### src/rtl/calc_pkg.sv
// rtl/calc_pkg.sv - register map, status bits, opcodes and FSM states for calc_cmd_sequencer
package calc_pkg;

    localparam logic [2:0] REG_A      = 3'd0;
    localparam logic [2:0] REG_B      = 3'd1;
    localparam logic [2:0] REG_OP     = 3'd2;
    localparam logic [2:0] REG_STATUS = 3'd3;
    localparam logic [2:0] REG_RES_LO = 3'd4;
    localparam logic [2:0] REG_RES_HI = 3'd5;

    localparam int ST_BUSY     = 0;
    localparam int ST_RES_VLD  = 1;
    localparam int ST_ERR      = 2;
    localparam int ST_TIMEOUT  = 3;
    localparam int ST_OVERRUN  = 4;

    typedef enum logic [3:0] {
        OP_ADD = 4'd0,
        OP_SUB = 4'd1,
        OP_MUL = 4'd2,
        OP_DIV = 4'd3,
        OP_AND = 4'd4,
        OP_OR  = 4'd5,
        OP_XOR = 4'd6
    } calc_op_e;

    typedef enum logic [1:0] {
        S_IDLE  = 2'd0,
        S_START = 2'd1,
        S_WAIT  = 2'd2
    } seq_state_e;

    function automatic logic [7:0] status_byte(input logic busy, input logic res_vld,
                                               input logic err, input logic timeout,
                                               input logic overrun);
        logic [7:0] s;
        s = 8'h00;
        s[ST_BUSY]    = busy;
        s[ST_RES_VLD] = res_vld;
        s[ST_ERR]     = err;
        s[ST_TIMEOUT] = timeout;
        s[ST_OVERRUN] = overrun;
        return s;
    endfunction

endpackage

### src/rtl/calc_timeout_ctr.sv
// rtl/calc_timeout_ctr.sv - cycle counter that flags expiry on the limit-th enabled cycle
module calc_timeout_ctr (
    input  logic       clk,      // system clock
    input  logic       rst_n,    // asynchronous active-low reset
    input  logic       clear,    // zero the count
    input  logic       enable,   // count this cycle
    input  logic [7:0] limit,    // number of enabled cycles allowed, 1..255
    output logic       expired   // high in the last allowed enabled cycle
);

    logic [7:0] count_q, count_d;

    always_comb begin
        count_d = count_q;
        if (clear) begin
            count_d = 8'd0;
        end else if (enable) begin
            count_d = count_q + 8'd1;
        end
    end

    always_ff @(posedge clk or negedge rst_n) begin
        if (!rst_n) begin
            count_q <= 8'd0;
        end else begin
            count_q <= count_d;
        end
    end

    // Count starts at 0 in the first enabled cycle, so the limit-th cycle sees limit-1.
    assign expired = enable && (count_q == (limit - 8'd1));

endmodule

### src/rtl/calc_cmd_sequencer.sv
// rtl/calc_cmd_sequencer.sv - I2C register front end that sequences one calculator operation at a time
module calc_cmd_sequencer
    import calc_pkg::*;
#(
    parameter int TIMEOUT_CYCLES = 255,
    parameter int AUTO_INC       = 1
) (
    input  logic        clk,          // system clock
    input  logic        rst_n,        // asynchronous active-low reset
    input  logic        wr_valid,     // I2C byte written
    input  logic [7:0]  wr_data,      // written byte
    input  logic        wr_first,     // byte is the register pointer
    input  logic        rd_req,       // I2C needs next read byte
    output logic [7:0]  rd_data,      // read byte
    output logic        rd_valid,     // rd_data valid, one cycle after rd_req
    output logic [7:0]  op_a,         // operand A
    output logic [7:0]  op_b,         // operand B
    output logic [3:0]  op_code,      // operation select
    output logic        calc_start,   // one-cycle start pulse
    input  logic        calc_done,    // one-cycle completion pulse
    input  logic        calc_err,     // error, qualified by calc_done
    input  logic [15:0] calc_result   // result, qualified by calc_done
);

    localparam logic [7:0] TO_LIMIT = 8'(TIMEOUT_CYCLES);

    seq_state_e  state_q, state_d;
    logic [2:0]  ptr_q, ptr_d;
    logic [7:0]  a_q, a_d;
    logic [7:0]  b_q, b_d;
    logic [3:0]  op_q, op_d;
    logic        res_vld_q, res_vld_d;
    logic        err_q, err_d;
    logic        timeout_q, timeout_d;
    logic        overrun_q, overrun_d;
    logic [15:0] result_q, result_d;
    logic [7:0]  shadow_q, shadow_d;
    logic [7:0]  rd_data_q, rd_data_d;
    logic        rd_valid_q, rd_valid_d;

    logic        ctr_clear, ctr_en, ctr_expired;
    logic        busy, op_wr;
    logic [2:0]  ptr_w;

    assign busy      = (state_q != S_IDLE);
    assign ctr_clear = (state_q == S_START);
    assign ctr_en    = (state_q == S_WAIT);

    calc_timeout_ctr u_timeout_ctr (
        .clk     (clk),
        .rst_n   (rst_n),
        .clear   (ctr_clear),
        .enable  (ctr_en),
        .limit   (TO_LIMIT),
        .expired (ctr_expired)
    );

    always_comb begin
        state_d    = state_q;
        a_d        = a_q;
        b_d        = b_q;
        op_d       = op_q;
        res_vld_d  = res_vld_q;
        err_d      = err_q;
        timeout_d  = timeout_q;
        overrun_d  = overrun_q;
        result_d   = result_q;
        shadow_d   = shadow_q;
        rd_data_d  = rd_data_q;
        rd_valid_d = 1'b0;
        op_wr      = 1'b0;
        ptr_w      = ptr_q;
        ptr_d      = ptr_q;

        // Write side first: a same-cycle read sees the post-write pointer and contents.
        if (wr_valid) begin
            if (wr_first) begin
                ptr_w = wr_data[2:0];
            end else begin
                case (ptr_q)
                    REG_A: begin
                        if (busy) overrun_d = 1'b1;
                        else      a_d = wr_data;
                    end
                    REG_B: begin
                        if (busy) overrun_d = 1'b1;
                        else      b_d = wr_data;
                    end
                    REG_OP: begin
                        if (busy) begin
                            overrun_d = 1'b1;
                        end else begin
                            op_d  = wr_data[3:0];
                            op_wr = 1'b1;
                        end
                    end
                    REG_STATUS: begin
                        err_d     = 1'b0;
                        timeout_d = 1'b0;
                        overrun_d = 1'b0;
                    end
                    default: ;
                endcase
                if (AUTO_INC != 0) ptr_w = ptr_q + 3'd1;
            end
        end

        case (state_q)
            S_IDLE: begin
                if (op_wr) begin
                    state_d   = S_START;
                    res_vld_d = 1'b0;
                end
            end
            S_START: begin
                state_d = S_WAIT;
            end
            S_WAIT: begin
                // A completion landing in the final allowed cycle still counts as done.
                if (calc_done) begin
                    state_d   = S_IDLE;
                    result_d  = calc_result;
                    err_d     = err_d | calc_err;
                    res_vld_d = 1'b1;
                end else if (ctr_expired) begin
                    state_d   = S_IDLE;
                    timeout_d = 1'b1;
                end
            end
            default: state_d = S_IDLE;
        endcase

        // Read data reflects register contents as they will be in the cycle it is presented.
        ptr_d = ptr_w;
        if (rd_req) begin
            rd_valid_d = 1'b1;
            case (ptr_w)
                REG_A:      rd_data_d = a_d;
                REG_B:      rd_data_d = b_d;
                REG_OP:     rd_data_d = {4'h0, op_d};
                REG_STATUS: rd_data_d = status_byte(state_d != S_IDLE, res_vld_d,
                                                    err_d, timeout_d, overrun_d);
                REG_RES_LO: begin
                    rd_data_d = result_d[7:0];
                    shadow_d  = result_d[15:8];
                end
                REG_RES_HI: rd_data_d = shadow_q;
                default:    rd_data_d = 8'h00;
            endcase
            if (AUTO_INC != 0) ptr_d = ptr_w + 3'd1;
        end
    end

    always_ff @(posedge clk or negedge rst_n) begin
        if (!rst_n) begin
            state_q    <= S_IDLE;
            ptr_q      <= 3'd0;
            a_q        <= 8'h00;
            b_q        <= 8'h00;
            op_q       <= OP_ADD;
            res_vld_q  <= 1'b0;
            err_q      <= 1'b0;
            timeout_q  <= 1'b0;
            overrun_q  <= 1'b0;
            result_q   <= 16'h0000;
            shadow_q   <= 8'h00;
            rd_data_q  <= 8'h00;
            rd_valid_q <= 1'b0;
        end else begin
            state_q    <= state_d;
            ptr_q      <= ptr_d;
            a_q        <= a_d;
            b_q        <= b_d;
            op_q       <= op_d;
            res_vld_q  <= res_vld_d;
            err_q      <= err_d;
            timeout_q  <= timeout_d;
            overrun_q  <= overrun_d;
            result_q   <= result_d;
            shadow_q   <= shadow_d;
            rd_data_q  <= rd_data_d;
            rd_valid_q <= rd_valid_d;
        end
    end

    // Decoded from the state register so reset removes the pulse without waiting for a clock.
    assign calc_start = (state_q == S_START);
    assign op_a       = a_q;
    assign op_b       = b_q;
    assign op_code    = op_q;
    assign rd_data    = rd_data_q;
    assign rd_valid   = rd_valid_q;

endmodule

### config.mk
export PLATFORM = sky130hd
export DESIGN_NAME = calc_cmd_sequencer
export DESIGN_NICKNAME = d
export VERILOG_FILES = /design/src/rtl/calc_pkg.sv /design/src/rtl/calc_timeout_ctr.sv /design/src/rtl/calc_cmd_sequencer.sv
export SDC_FILE = /design/constraint.sdc
export NUM_CORES = 1
export LEC_CHECK = 0
export CAP_MARGIN = 0
export CORE_ASPECT_RATIO = 1.1
export CORE_MARGIN = 10
export CORE_UTILIZATION = 50
export DETAILED_ROUTE_END_ITERATION = 6
export PLACE_DENSITY_LB_ADDON = 0.1
export SYNTH_ARGS = -nofsm -noshare
export SYNTH_HDL_FRONTEND = slang
export SYNTH_SLANG_ARGS = --single-unit
### constraint.sdc
create_clock -name clk -period 5.5 [get_ports clk]
set_clock_uncertainty 0.15 [all_clocks]
set_input_delay 1.65 -clock clk [delete_from_list [all_inputs] [get_ports clk]]
set_output_delay 1.65 -clock clk [all_outputs]
set_load 0.02 [all_outputs]
# Yosys cells after proc, flatten, opt, wreduce, memory -nomap -nowiden
# Cells that the tools add are included.
# word_totals
register_bits	70
in_bits	31
out_inout_bits	30
elab_cells	85
# op_classes
addsub	3
eq_ne	11
n_mux	47
bitwise	1
n_reduce_logical	9
# ops
operator	count
$mux W8	10
$pmux W8 S6	1
$mux W16	2
$mux W1	21
$mux W4	4
$eq A3 B2 Y1 const B	4
$mux W3	3
$add A8 B1 Y8 const B	1
$eq A8 B8 Y1 const B	1
$add A3 B1 Y3 const B	2
$eq A3 B1 Y1 const B	2
$eq A3 B3 Y1 const B	2
$logic_not A3 Y1	2
$mux W2	3
$pmux W2 S3	1
$reduce_bool A2 Y1	3
$pmux W1 S2	2
$reduce_or A3 Y1	1
$eq A2 B1 Y1 const B	1
$eq A2 B2 Y1 const B	1
$logic_not A2 Y1	1
$reduce_and A2 Y1	1
$logic_and A1 B1 Y1	1
$or A1 B1 Y1	1

# Logic depth before layout (Yosys ltp)
# depth
ltp_word	9
ltp_mapped	13
depth_no_buf	12

# By module
# From an unflattened synthesis, not the netlist that was laid out.
# unflattened
cells_unflattened	316
hier_area_um2	3568.4
# modules_own_cells
mod	n_inst	cells_per_inst	area_per_inst_um2	seq_area_each_um2
calc_cmd_sequencer	1	246	2952.8	1551.5
calc_timeout_ctr	1	70	615.6	200.2

# Worst setup path after synthesis
# OpenSTA, ideal clock, no wires.
# synth_timing
path_kind	in2reg
from	input port wr_first
to	register shadow_q[0]
setup_time_ns	0.125
arrival_time_ns	3.669
required_time_ns	5.225
slack_ns	1.556
stages	12
path_buffers	3
path_cell_list	buf_2 -> nand2b_1 -> nor2_1 -> a31oi_1 -> o21ai_0 -> inv_1 -> ha_1 -> clkbuf_1 -> nand2_1 -> or2_2 -> clkbuf_1 -> mux2_2
# synth_via
elab_chain_cells	4
# synth_lines
item	line_no	rtl
from (decl)	calc_cmd_sequencer.sv:12	input logic wr_first,
$mux W3	calc_cmd_sequencer.sv:77	if (wr_first) begin
$mux W3	calc_cmd_sequencer.sv:76	if (wr_valid) begin
$eq A3 B3 Y1	calc_cmd_sequencer.sv:137	case (ptr_w)
$reduce_and A2 Y1 (no source line)	--	
to (signal assigned)	calc_cmd_sequencer.sv:180	shadow_q <= shadow_d;
to (decl)	calc_cmd_sequencer.sv:37	logic [7:0] shadow_q, shadow_d;
# No other way between the ends.
# A chain may end at the register's enable or synchronous reset.

# Worst setup path after layout
# layout_timing
from	input port wr_first
to	register shadow_q[5]
# The elaborated chain is that of the path after synthesis.

==> impl_metrics.yaml <==
critical_path:
  r2r-start: "ptr_q[0]$_DFF_PN0_"
  critPathLaunch: "wr_first"
  crit_fanout: 9
  slowest_delay_ns: 0.63
  timing.rr.end: "rd_data[0]$_DFFE_PN0P_"
  required_ns: 5.58
  worstSetupStartpointType: "input pin"
  critPathKind: "input pin to flip-flop"
  r2r_setup_slack_ns: 2.59
  crit_path_end: "shadow_q[5]$_DFFE_PN0P_"
  slowest_stage: "clkdlybuf4s50_1"
  reg2reg_depth: 10
  end_kind: "flip-flop"
  crit_arrival_ns: 4.32
  worstPathCellList: "clkdlybuf4s50_1, nand2b_1, nor2_1, a31oi_1, o21ai_0, inv_1, ha_1, nand2_1, or2_2, mux2_2"
place:
  port_buffers: 60
  placed_cells: 418
  dp_slack_ns: 0.915
  placed_cell_area_um2: 4040
  gp_congestion: 0.848
  dp_hpwl_mm: 6.28
yosys:
  synth_top_area_cell: "dfrtp_1"
  synth_cell_type_count: 44
  synth_cells: 287
  avgSynthCellArea_um2: 11.8
  ys_seq_area_frac: 0.519
  synth_top_area_share: 0.519
  synth_edf_count: 0
  yosysWarnings: 0
  synth_area_um2: 3370
  syn_nets: 334
  ys.flop_type: "dfrtp_1"
  synthArstFlopShare: 1.00
  ys_ff_latch: 70
  synthTopCellsByArea: "dfrtp_1 (52%), mux2_2 (13%), ha_1 (5.9%)"
power_and_ir_drop:
  p_int_mw: 1.44
  pwr-share-seq: 0.379
  power_mw: 2.29
  clock_power_share: 0.187
  leakagePower_nw: 1.88
  power.switching_mw: 0.857
  ir_drop_uv: 295
  power.density_nw_per_um2: 540
  p_sw_frac: 0.374
  power_frac_comb: 0.435
global_routing:
  antenna_found_initial: 0
  grt_pass1_wl_mm: 13.4
  grt_util_all_layers: 0.159
  grt_max_degree: 44
  gr-total-overflow: 0
  grt_pass1_vias: 2630
final_layout:
  drive_above_1_share: 0.190
  n_fill_cell: 514
  final_cells: 434
  area_growth_pct: 25.9
  nets: 394
  n_antenna_cell: 0
  final_cell_area_um2: 4250
floorplanning:
  row_count: 31
  ios: 61
  dieArea_um2: 10400
  initial_core_util: 0.512
  die_y_um: 106
  fp.dieW_um: 98.3
  core_um2: 6590
cts:
  cts_made_buffers: 9
  clk_path_buf_depth: 2
  post_cts_buffers: 0
  htree_levels: 3
  clkLatencyLatePin_ns: 0.35
  clk_pin_slew_ns: 0.07
  clock-sinks: 70
  post_cts_resized: 0
  holdBufCountCts: 0
  root_buffer: "clkbuf_8"
  cts_tree: "built"
timing:
  period_needed_ns: 4.24
  rsz0062_at_grt: "no"
  fin_crit_sh: 0.770
  setup_tns_ns: 0
  hold_viol: 0
  worst_slew_pin_slew_ns: 0.988
  finalWorstSetupSlack_ns: 1.26
  slew_headroom: 0.341
  max_freq_ghz: 0.236
  drv_slew: 0
  finalSetupViolCount: 0
route:
  post_drt_via_cell_ratio: 5.57
  dr.pass1.iters: 4
  drc: 0
  routedWlPerCell_um: 19.5
  via_count: 2419
  drt-initial-drc-count: 124
  postRouteAntennaNets: 0
  finalWirelength_mm: 8.47
min_path:
  hp-class: "flip-flop to flip-flop"
  hold_depth: 1
run:
  maxCapViolations: 0
run_status:
  status: "finished clean"
[synthesized netlist by cell type (2+ instances only)]
cell	count
nand2b_1	9
nand4_1	3
or2_2	2
dfrtp_1	70
a311o_1	3
a22oi_1	2
buf_1	2
o211ai_1	5
xnor2_1	2
nor2_1	14
a32o_1	3
ha_1	16
o22ai_1	2
o21ai_0	13
and3_1	3
clkbuf_1	7
a31oi_1	3
a21oi_1	10
a22o_1	2
mux2i_1	9
nand3_1	2
mux2_4	2
xor2_1	2
buf_2	4
nand2_1	17
inv_1	18
mux2_2	38
a211oi_1	3
o221ai_1	4
a41oi_1	3
[critical path: cells and delay by family]
kind | cells | cell delay, ns
AOI/OAI and AO/OA | 2 | 0.34
adders and majority gates | 1 | 0.37
buffers and inverters | 2 | 0.77
muxes | 1 | 0.30
and+or+nand+nor | 4 | 0.88
[placed cells by master, fill, tap and decap left out, types with 2 or more instances in the layout]
cell type        netlist  routed
xnor2_1                2       2
o21ai_0               13      13
clkinvlp_4             0       2
a22o_1                 2       2
o22ai_1                2       2
clkdlybuf4s50_1        0      59
a21oi_1               10      10
nand2b_1               9       9
mux2_4                 2       2
xor2_1                 2       2
mux2i_1                9       9
a41oi_1                3       3
mux2_2                38      38
nand4_1                3       3
dfrtp_1               70      70
nand2_1               17      17
a32o_1                 3       3
clkbuf_8               0      10
a311o_1                3       3
and3_1                 3       3
clkinv_4               0       3
inv_1                 18      18
or2_2                  2       2
buf_4                  0       2
nor2_1                14      14
o221ai_1               4       4
a211oi_1               3       3
o211ai_1               5       5
nand3_1                2       2
a22oi_1                2       2
ha_1                  16      16
a31oi_1                3       2
[registers in the layout, indices dropped and copies added, names as in the netlist]
name / count
err_q: 1
op_a: 8
op_b: 8
op_code: 4
overrun_q: 1
ptr_q: 3
rd_data: 8
rd_valid: 1
res_vld_q: 1
result_q: 16
shadow_q: 8
state_q: 2
timeout_q: 1
u_timeout_ctr.count_q: 8
[stage by stage]
| stage | hold slack (ns) | util |
|---|---|---|
| floorplan | 0.309 | - |
| global placement | 0.328 | 0.613 |
| detailed placement | 0.334 | 0.613 |
| CTS | 0.353 | 0.644 |
| global route | 0.377 | 0.644 |
| finish | 0.357 | 0.644 |
[metal layers]
metal	routed length [um]	share of wire	GRT usage	vias to the layer above
met5	0	0	0	-
met4	128	0.015	0.0615	0
met3	405	0.048	0.0389	11
met2	4250	0.50	0.269	58
met1	3680	0.44	0.191	1202
li1	-	-	-	1148
[power by group through the flow]
| stage | clock, mW | sequential [mW] | combinational, mW |
|---|---|---|---|
| final | 0.428 | 0.869 | 0.997 |
| after global routing | 0.453 | 0.894 | 1.08 |
| after CTS | 0.434 | 0.868 | 1.01 |
| after detailed placement | 0 | 0.875 | 1.00 |
| after global placement | 0 | 0.865 | 0.986 |
| after floorplan | 0 | 0.958 | 0.502 |
[logic make-up (layout without fill, tap and decap cells)]
| family | Yosys count | count (layout) | synth area share |
|---|---|---|---|
| flops | 70 | 70 | 0.519 |
| simple gates | 60 | 60 | 0.0960 |
| compound gates | 57 | 57 | 0.117 |
| mux | 49 | 49 | 0.162 |
| buf+inv | 31 | 96 | 0.0360 |
| fa+ha+maj | 16 | 16 | 0.0593 |
| xor+xnor | 4 | 4 | 0.0104 |
[final cells by class]
| cell class | instances | area, um^2 | share of cell area |
|---|---|---|---|
| well taps | 82 | 103 | 0.0241 |
| clock buffers | 10 | 138 | 0.0324 |
| multi-input cells | 186 | 1510 | 0.355 |
| clock inverters | 6 | 71.3 | 0.0168 |
| repair buffers | 62 | 611 | 0.144 |
| flip-flops and latches | 70 | 1750 | 0.412 |
| inverters | 18 | 67.6 | 0.0159 |
[worst min path at each step]
stage	slack (ns)	startpoint	to
after floorplan	0.31	timeout_q$_DFF_PN0_	timeout_q$_DFF_PN0_
after global placement	0.33	result_q[4]$_DFF_PN0_	result_q[4]$_DFF_PN0_
final	0.36	result_q[14]$_DFF_PN0_	result_q[14]$_DFF_PN0_
after detailed placement	0.33	result_q[4]$_DFF_PN0_	result_q[4]$_DFF_PN0_
after CTS	0.35	result_q[4]$_DFF_PN0_	result_q[4]$_DFF_PN0_
after global routing	0.38	result_q[12]$_DFF_PN0_	result_q[12]$_DFF_PN0_
No activity file was read; power rests on OpenSTA's default activity.
